### config.mk
export PLATFORM = sky130hd
export DESIGN_NAME = msp430_mpram
export DESIGN_NICKNAME = d
export VERILOG_FILES = /design/src/rtl/msp430_mpram_pkg.sv /design/src/rtl/msp430_mpram_rr_arb.sv /design/src/rtl/msp430_mpram.sv
export SDC_FILE = /design/constraint.sdc
export NUM_CORES = 2
export LEC_CHECK = 0
export ABC_AREA = 1
export ABC_CLOCK_PERIOD_IN_PS = 4700
export CAP_MARGIN = 10
export CORE_ASPECT_RATIO = 0.75
export CORE_MARGIN = 2
export CORE_UTILIZATION = 61
export CTS_BUF_LIST = sky130_fd_sc_hd__clkbuf_2
export DETAILED_ROUTE_END_ITERATION = 7
export PLACE_DENSITY = 0.82
export SLEW_MARGIN = 40
export SYNTH_ARGS = -nofsm -noshare
export SYNTH_HDL_FRONTEND = slang
export SYNTH_SLANG_ARGS = --single-unit
### constraint.sdc
create_clock -name ram_clk -period 4.7 [get_ports ram_clk]
set_input_delay 1.175 -clock ram_clk [delete_from_list [all_inputs] [get_ports ram_clk]]
set_output_delay 1.175 -clock ram_clk [all_outputs]
set_load 0.01 [all_outputs]
### src/rtl/msp430_mpram_pkg.sv
// Shared constants, helpers and types for the multi-port MSP430 RAM.
package msp430_mpram_pkg;

    localparam int unsigned DefPorts     = 2;
    localparam int unsigned DefDataWidth = 16;
    localparam int unsigned DefAddrMsb   = 6;
    localparam int unsigned DefMemSize   = 256;

    function automatic int unsigned clog2(input int unsigned n);
        int unsigned r;
        r = 0;
        while ((64'd1 << r) < 64'(n)) begin
            r++;
        end
        return r;
    endfunction

    typedef struct packed {
        logic                      cen;
        logic [DefDataWidth/8-1:0] wen;
        logic [DefAddrMsb:0]       addr;
        logic [DefDataWidth-1:0]   din;
    } port_req_t;

endpackage

### src/rtl/msp430_mpram_rr_arb.sv
// Round-robin arbiter: one-hot grant among active requests, search starts after the last winner.
module msp430_mpram_rr_arb
    import msp430_mpram_pkg::*;
#(
    parameter int unsigned PORTS = DefPorts
) (
    input  logic             i_clk,
    input  logic             i_rst_n,
    input  logic [PORTS-1:0] i_req,
    output logic [PORTS-1:0] o_gnt
);

    localparam int unsigned PtrW = (PORTS > 1) ? clog2(PORTS) : 1;

    logic [PtrW-1:0] r_last;
    logic [PtrW-1:0] w_last_d;
    logic            w_found;

    // Priority offset i runs from the port after the last winner round to the last winner itself.
    always_comb begin
        o_gnt    = '0;
        w_found  = 1'b0;
        w_last_d = r_last;
        for (int unsigned i = 0; i < PORTS; i++) begin
            for (int unsigned j = 0; j < PORTS; j++) begin
                if (!w_found && i_req[j] && (j == (32'(r_last) + 1 + i) % PORTS)) begin
                    o_gnt[j] = 1'b1;
                    w_last_d = PtrW'(j);
                    w_found  = 1'b1;
                end
            end
        end
    end

    // Reset value makes port 0 the first candidate.
    always_ff @(posedge i_clk or negedge i_rst_n) begin
        if (!i_rst_n) begin
            r_last <= PtrW'(PORTS - 1);
        end else if (|o_gnt) begin
            r_last <= w_last_d;
        end
    end

endmodule

### src/rtl/msp430_mpram.sv
// Single shared RAM array serving PORTS requesters, one arbitrated access per cycle,
// byte-lane writes and registered per-port read data.
module msp430_mpram
    import msp430_mpram_pkg::*;
#(
    parameter int unsigned PORTS      = DefPorts,
    parameter int unsigned DATA_WIDTH = DefDataWidth,
    parameter int unsigned ADDR_MSB   = DefAddrMsb,
    parameter int unsigned MEM_SIZE   = DefMemSize
) (
    input  logic                            ram_clk,
    input  logic                            ram_rst_n,
    input  logic [PORTS-1:0]                ram_cen,
    input  logic [PORTS*(DATA_WIDTH/8)-1:0] ram_wen,
    input  logic [PORTS*(ADDR_MSB+1)-1:0]   ram_addr,
    input  logic [PORTS*DATA_WIDTH-1:0]     ram_din,
    output logic [PORTS-1:0]                ram_rdy,
    output logic [PORTS*DATA_WIDTH-1:0]     ram_dout,
    output logic [PORTS-1:0]                ram_dvalid,
    output logic [PORTS-1:0]                ram_err
);

    localparam int unsigned Bytes = DATA_WIDTH / 8;
    localparam int unsigned Aw    = ADDR_MSB + 1;
    localparam int unsigned Depth = MEM_SIZE / Bytes;
    localparam int unsigned IdxW  = (Depth > 1) ? clog2(Depth) : 1;

    logic [PORTS-1:0]      w_req;
    logic [PORTS-1:0]      w_gnt;
    logic                  w_any;
    logic [Bytes-1:0]      w_wen;
    logic [Aw-1:0]         w_addr;
    logic [DATA_WIDTH-1:0] w_din;
    logic                  w_read;
    logic                  w_in_range;
    logic [IdxW-1:0]       w_idx;

    logic [DATA_WIDTH-1:0]       r_mem [Depth];
    logic [PORTS*DATA_WIDTH-1:0] r_dout;
    logic [PORTS-1:0]            r_dvalid;
    logic [PORTS-1:0]            r_err;

    assign w_req = ~ram_cen;

    msp430_mpram_rr_arb #(
        .PORTS (PORTS)
    ) u_arb (
        .i_clk   (ram_clk),
        .i_rst_n (ram_rst_n),
        .i_req   (w_req),
        .o_gnt   (w_gnt)
    );

    // No grant is visible (or acted on) while reset is held.
    assign ram_rdy = w_gnt & {PORTS{ram_rst_n}};

    always_comb begin
        w_any  = 1'b0;
        w_wen  = '1;
        w_addr = '0;
        w_din  = '0;
        for (int unsigned p = 0; p < PORTS; p++) begin
            if (ram_rdy[p]) begin
                w_any  = 1'b1;
                w_wen  = ram_wen[p*Bytes +: Bytes];
                w_addr = ram_addr[p*Aw +: Aw];
                w_din  = ram_din[p*DATA_WIDTH +: DATA_WIDTH];
            end
        end
    end

    assign w_read     = &w_wen;
    assign w_in_range = (32'(w_addr) < Depth);
    assign w_idx      = IdxW'(w_addr);

    // Array contents survive reset on purpose.
    always_ff @(posedge ram_clk) begin
        if (w_any && !w_read && w_in_range) begin
            for (int unsigned b = 0; b < Bytes; b++) begin
                if (!w_wen[b]) begin
                    r_mem[w_idx][b*8 +: 8] <= w_din[b*8 +: 8];
                end
            end
        end
    end

    always_ff @(posedge ram_clk or negedge ram_rst_n) begin
        if (!ram_rst_n) begin
            r_dout   <= '0;
            r_dvalid <= '0;
            r_err    <= '0;
        end else begin
            r_dvalid <= '0;
            r_err    <= '0;
            for (int unsigned p = 0; p < PORTS; p++) begin
                if (ram_rdy[p]) begin
                    r_err[p] <= !w_in_range;
                    if (w_read) begin
                        r_dvalid[p] <= 1'b1;
                        r_dout[p*DATA_WIDTH +: DATA_WIDTH] <= w_in_range ? r_mem[w_idx] : '0;
                    end
                end
            end
        end
    end

    assign ram_dout   = r_dout;
    assign ram_dvalid = r_dvalid;
    assign ram_err    = r_err;

endmodule

==> impl_metrics.json <==
{
  "placed_area_sq_um": 96940,
  "crit_end": "ram_rdy[0]",
  "clock_latency_ps": 1880,
  "overflow": 0,
  "root_buffer": "clkbuf_2",
  "drt_iter0_markers": 10880,
  "fin_ws_ps": 259.1,
  "ys_seq_area_frac": 0.6890,
  "yosys_register_bits": 2083,
  "cp_data_required_time_ps": 3520,
  "viasPerCell": 5.872,
  "dr.pass1.iters": 7,
  "grt_pass1_wl_um": 385300,
  "die_w_um": 448.8,
  "wl_per_cell_um": 21.35,
  "netlist_instances": 9069,
  "row_count": 122,
  "muxShareOfSynthArea": 0,
  "drcViolationCount": 0,
  "path_max_fanout": 4,
  "r2r-start": "u_arb.r_last",
  "p_leak_nw": 43.08,
  "final_area_sq_um": 101000,
  "crit_arrival_ps": 3270,
  "wl_um": 254500,
  "startpoint_type": "flip-flop",
  "synthDistinctLibCells": 27,
  "period_share": 0.9449,
  "critPathCaptureType": "output pin",
  "place_ws_ps": 122.4,
  "period_minus_slack_ps": 4441,
  "die_height_um": 337.6,
  "synth_top_family_by_area": "simple AND/OR/NAND/NOR gates",
  "dp_hpwl_um": 154100,
  "core_sq_um": 147500,
  "die_area_sq_um": 151500,
  "hold_depth": 2,
  "status": "finished, final reports clean",
  "grt_max_degree": 152,
  "layout.nets": 9647,
  "fmax_ghz": 0.2252,
  "slew_viol_final": 0,
  "synth_xor_area_frac": 0,
  "ys.warnings.count": 0,
  "path_clk_slew_ps": 130,
  "initial_core_util": 0.6139,
  "power_density_nw_per_um2": 359.6,
  "synth-compound-area-share": 0.002405,
  "max-cap-violations": 0,
  "reg2reg_depth": 18,
  "area_growth_pct": 11.62,
  "avgSynthCellArea_sq_um": 9.982,
  "finClkSkew_ps": 102.2,
  "grt_pass1_vias": 67030,
  "track_usage": 0.3331,
  "yosys.area_share.simple": 0.2782,
  "tightest_slew_ps": 1259,
  "r2r_setup_slack_ps": 1190,
  "synthAdderAreaFrac": 0,
  "cts_tree": "built",
  "io_buffers": 89,
  "hold_viol_final": 0,
  "final_common_cell": "nand2_1",
  "detail-route-antenna-nets": 0,
  "cts.sinks": 2083,
  "vias": 70010,
  "antenna_found_initial": 7,
  "relSlewSlack": 0.1607,
  "setup_tns_ps": 0,
  "io_pins": 92,
  "rsz0062_at_grt": "no",
  "final_cell_mix": "nand2_1, edfxtp_1, nand3_1",
  "gp_congestion": 0.9782,
  "crit_path_start": "u_arb.r_last",
  "setup_viol": 0,
  "cts_buffers": 473,
  "hold_class": "in -> reg",
  "synth.cell_area_sq_um": 90530,
  "power_mw": 36.34,
  "cts_max_level": 5,
  "reg2reg_to": "ram_dout[1]",
  "vdd_drop_max_mv": 0.2899,
  "max-clock-path-buffers": 4,
  "criticalPathCategory": "reg -> out",
  "drive_gt1_frac": 0.1333
}
-- per-layer routing --
layer | share of wire | wire length [um] | track usage | vias up
met5 | 0.000083 | 21 | 0 | -
met4 | 0.040 | 10240 | 0.1438 | 4
met3 | 0.16 | 40840 | 0.1080 | 724
met2 | 0.44 | 111200 | 0.4877 | 5420
met1 | 0.36 | 92190 | 0.4612 | 32470
li1 | - | - | - | 31390
-- report_power, final --
part | leakage [nW] | switching [mW] | internal [mW]
Combinational | 20.9 | 3.23 | 1.28
Sequential | 19.0 | 0.143 | 20.6
Clock | 3.16 | 6.96 | 4.13
Total | 43.1 | 10.3 | 26.0
-- cells by family after synthesis --
| group | count (synthesis) |
|---|---|
| other | 1 |
| buffers and inverters | 628 |
| AOI/OAI and AO/OA | 25 |
| DFF | 2083 |
| and+or+nand+nor | 6332 |
-- how the worst min path moves through the flow --
stage	startpoint	to	slack (ps)
detailed placement	ram_dout[21]	ram_dout[21]	480
global placement	ram_dout[5]	ram_dout[5]	480
CTS	ram_din[8]	r_mem[90][8]	100
global route	ram_din[8]	r_mem[88][8]	200
finish	ram_din[8]	r_mem[90][8]	290
floorplan	u_arb.r_last	u_arb.r_last	490
-- repair_timing --
action / 4_1_cts / 5_1_grt
setup buffers: 0 / 0
hold buffers: 3 / 0
endpoints found under the setup margin: 2 / 0
gates resized for setup: 4 / 0
endpoints found under the hold margin: 35 / 0
-- cell usage after synthesis --
master | number | area, sq um
o21ai_2 | 1 | 8.760
buf_4 | 11 | 82.58
o22ai_2 | 1 | 12.51
nand2_1 | 5070 | 19030
buf_2 | 269 | 1346
dfrtp_1 | 34 | 850.8
nor3_2 | 2 | 20.02
nand3_1 | 825 | 4129
clkbuf_1 | 276 | 1036
nor2_2 | 4 | 25.02
inv_2 | 8 | 30.03
inv_1 | 23 | 86.33
conb_1 | 1 | 3.750
buf_6 | 2 | 22.52
nor2_1 | 164 | 615.6
a22o_1 | 16 | 140.1
o22ai_4 | 1 | 20.02
clkinv_1 | 2 | 7.510
nand2_2 | 8 | 50.05
nor3_1 | 256 | 1281
o21ai_0 | 1 | 5.000
buf_1 | 37 | 138.9
nand2_4 | 1 | 11.26
dfstp_2 | 1 | 26.28
o22ai_1 | 5 | 31.28
edfxtp_1 | 2048 | 61500
nand3_2 | 2 | 20.02
-- final cells by class --
cell class | count | area [sq um]
repair buffers | 643 | 6260
diodes | 8 | 20.02
clock buffers | 694 | 3473
well taps | 1984 | 2482
inverters | 33 | 153.9
flip-flops and latches | 2083 | 62380
multi-input cells | 6359 | 25710
clock inverters | 119 | 575.6
fillers | 10540 | 46410
-- stage by stage --
stage            util  cells  hold WS, ps
2_1_floorplan       -   9070        485.3
3_5_place_dp   0.6574  11100        476.1
3_3_place_gp   0.6573  11100        477.5
5_1_grt        0.6852  11920        197.0
4_1_cts        0.6851  11920        103.2
6_report       0.6853  11920        294.5
-- worst max-delay path, stage by stage, from the launching register on --
cell and delay (ps):
dfstp_2 580, inv_2 40, nand2_2 110, nand2_4 110, buf_4 200, clkinv_1 100
dlygate4sd2_1 280
-- state kept, by name, summed over array words and instances, names as in the netlist --
register	flops
ram_dout	32
r_mem	2048
u_arb.r_last	1
ram_dvalid	2
Note: power is estimated with default switching activity, not from simulation.
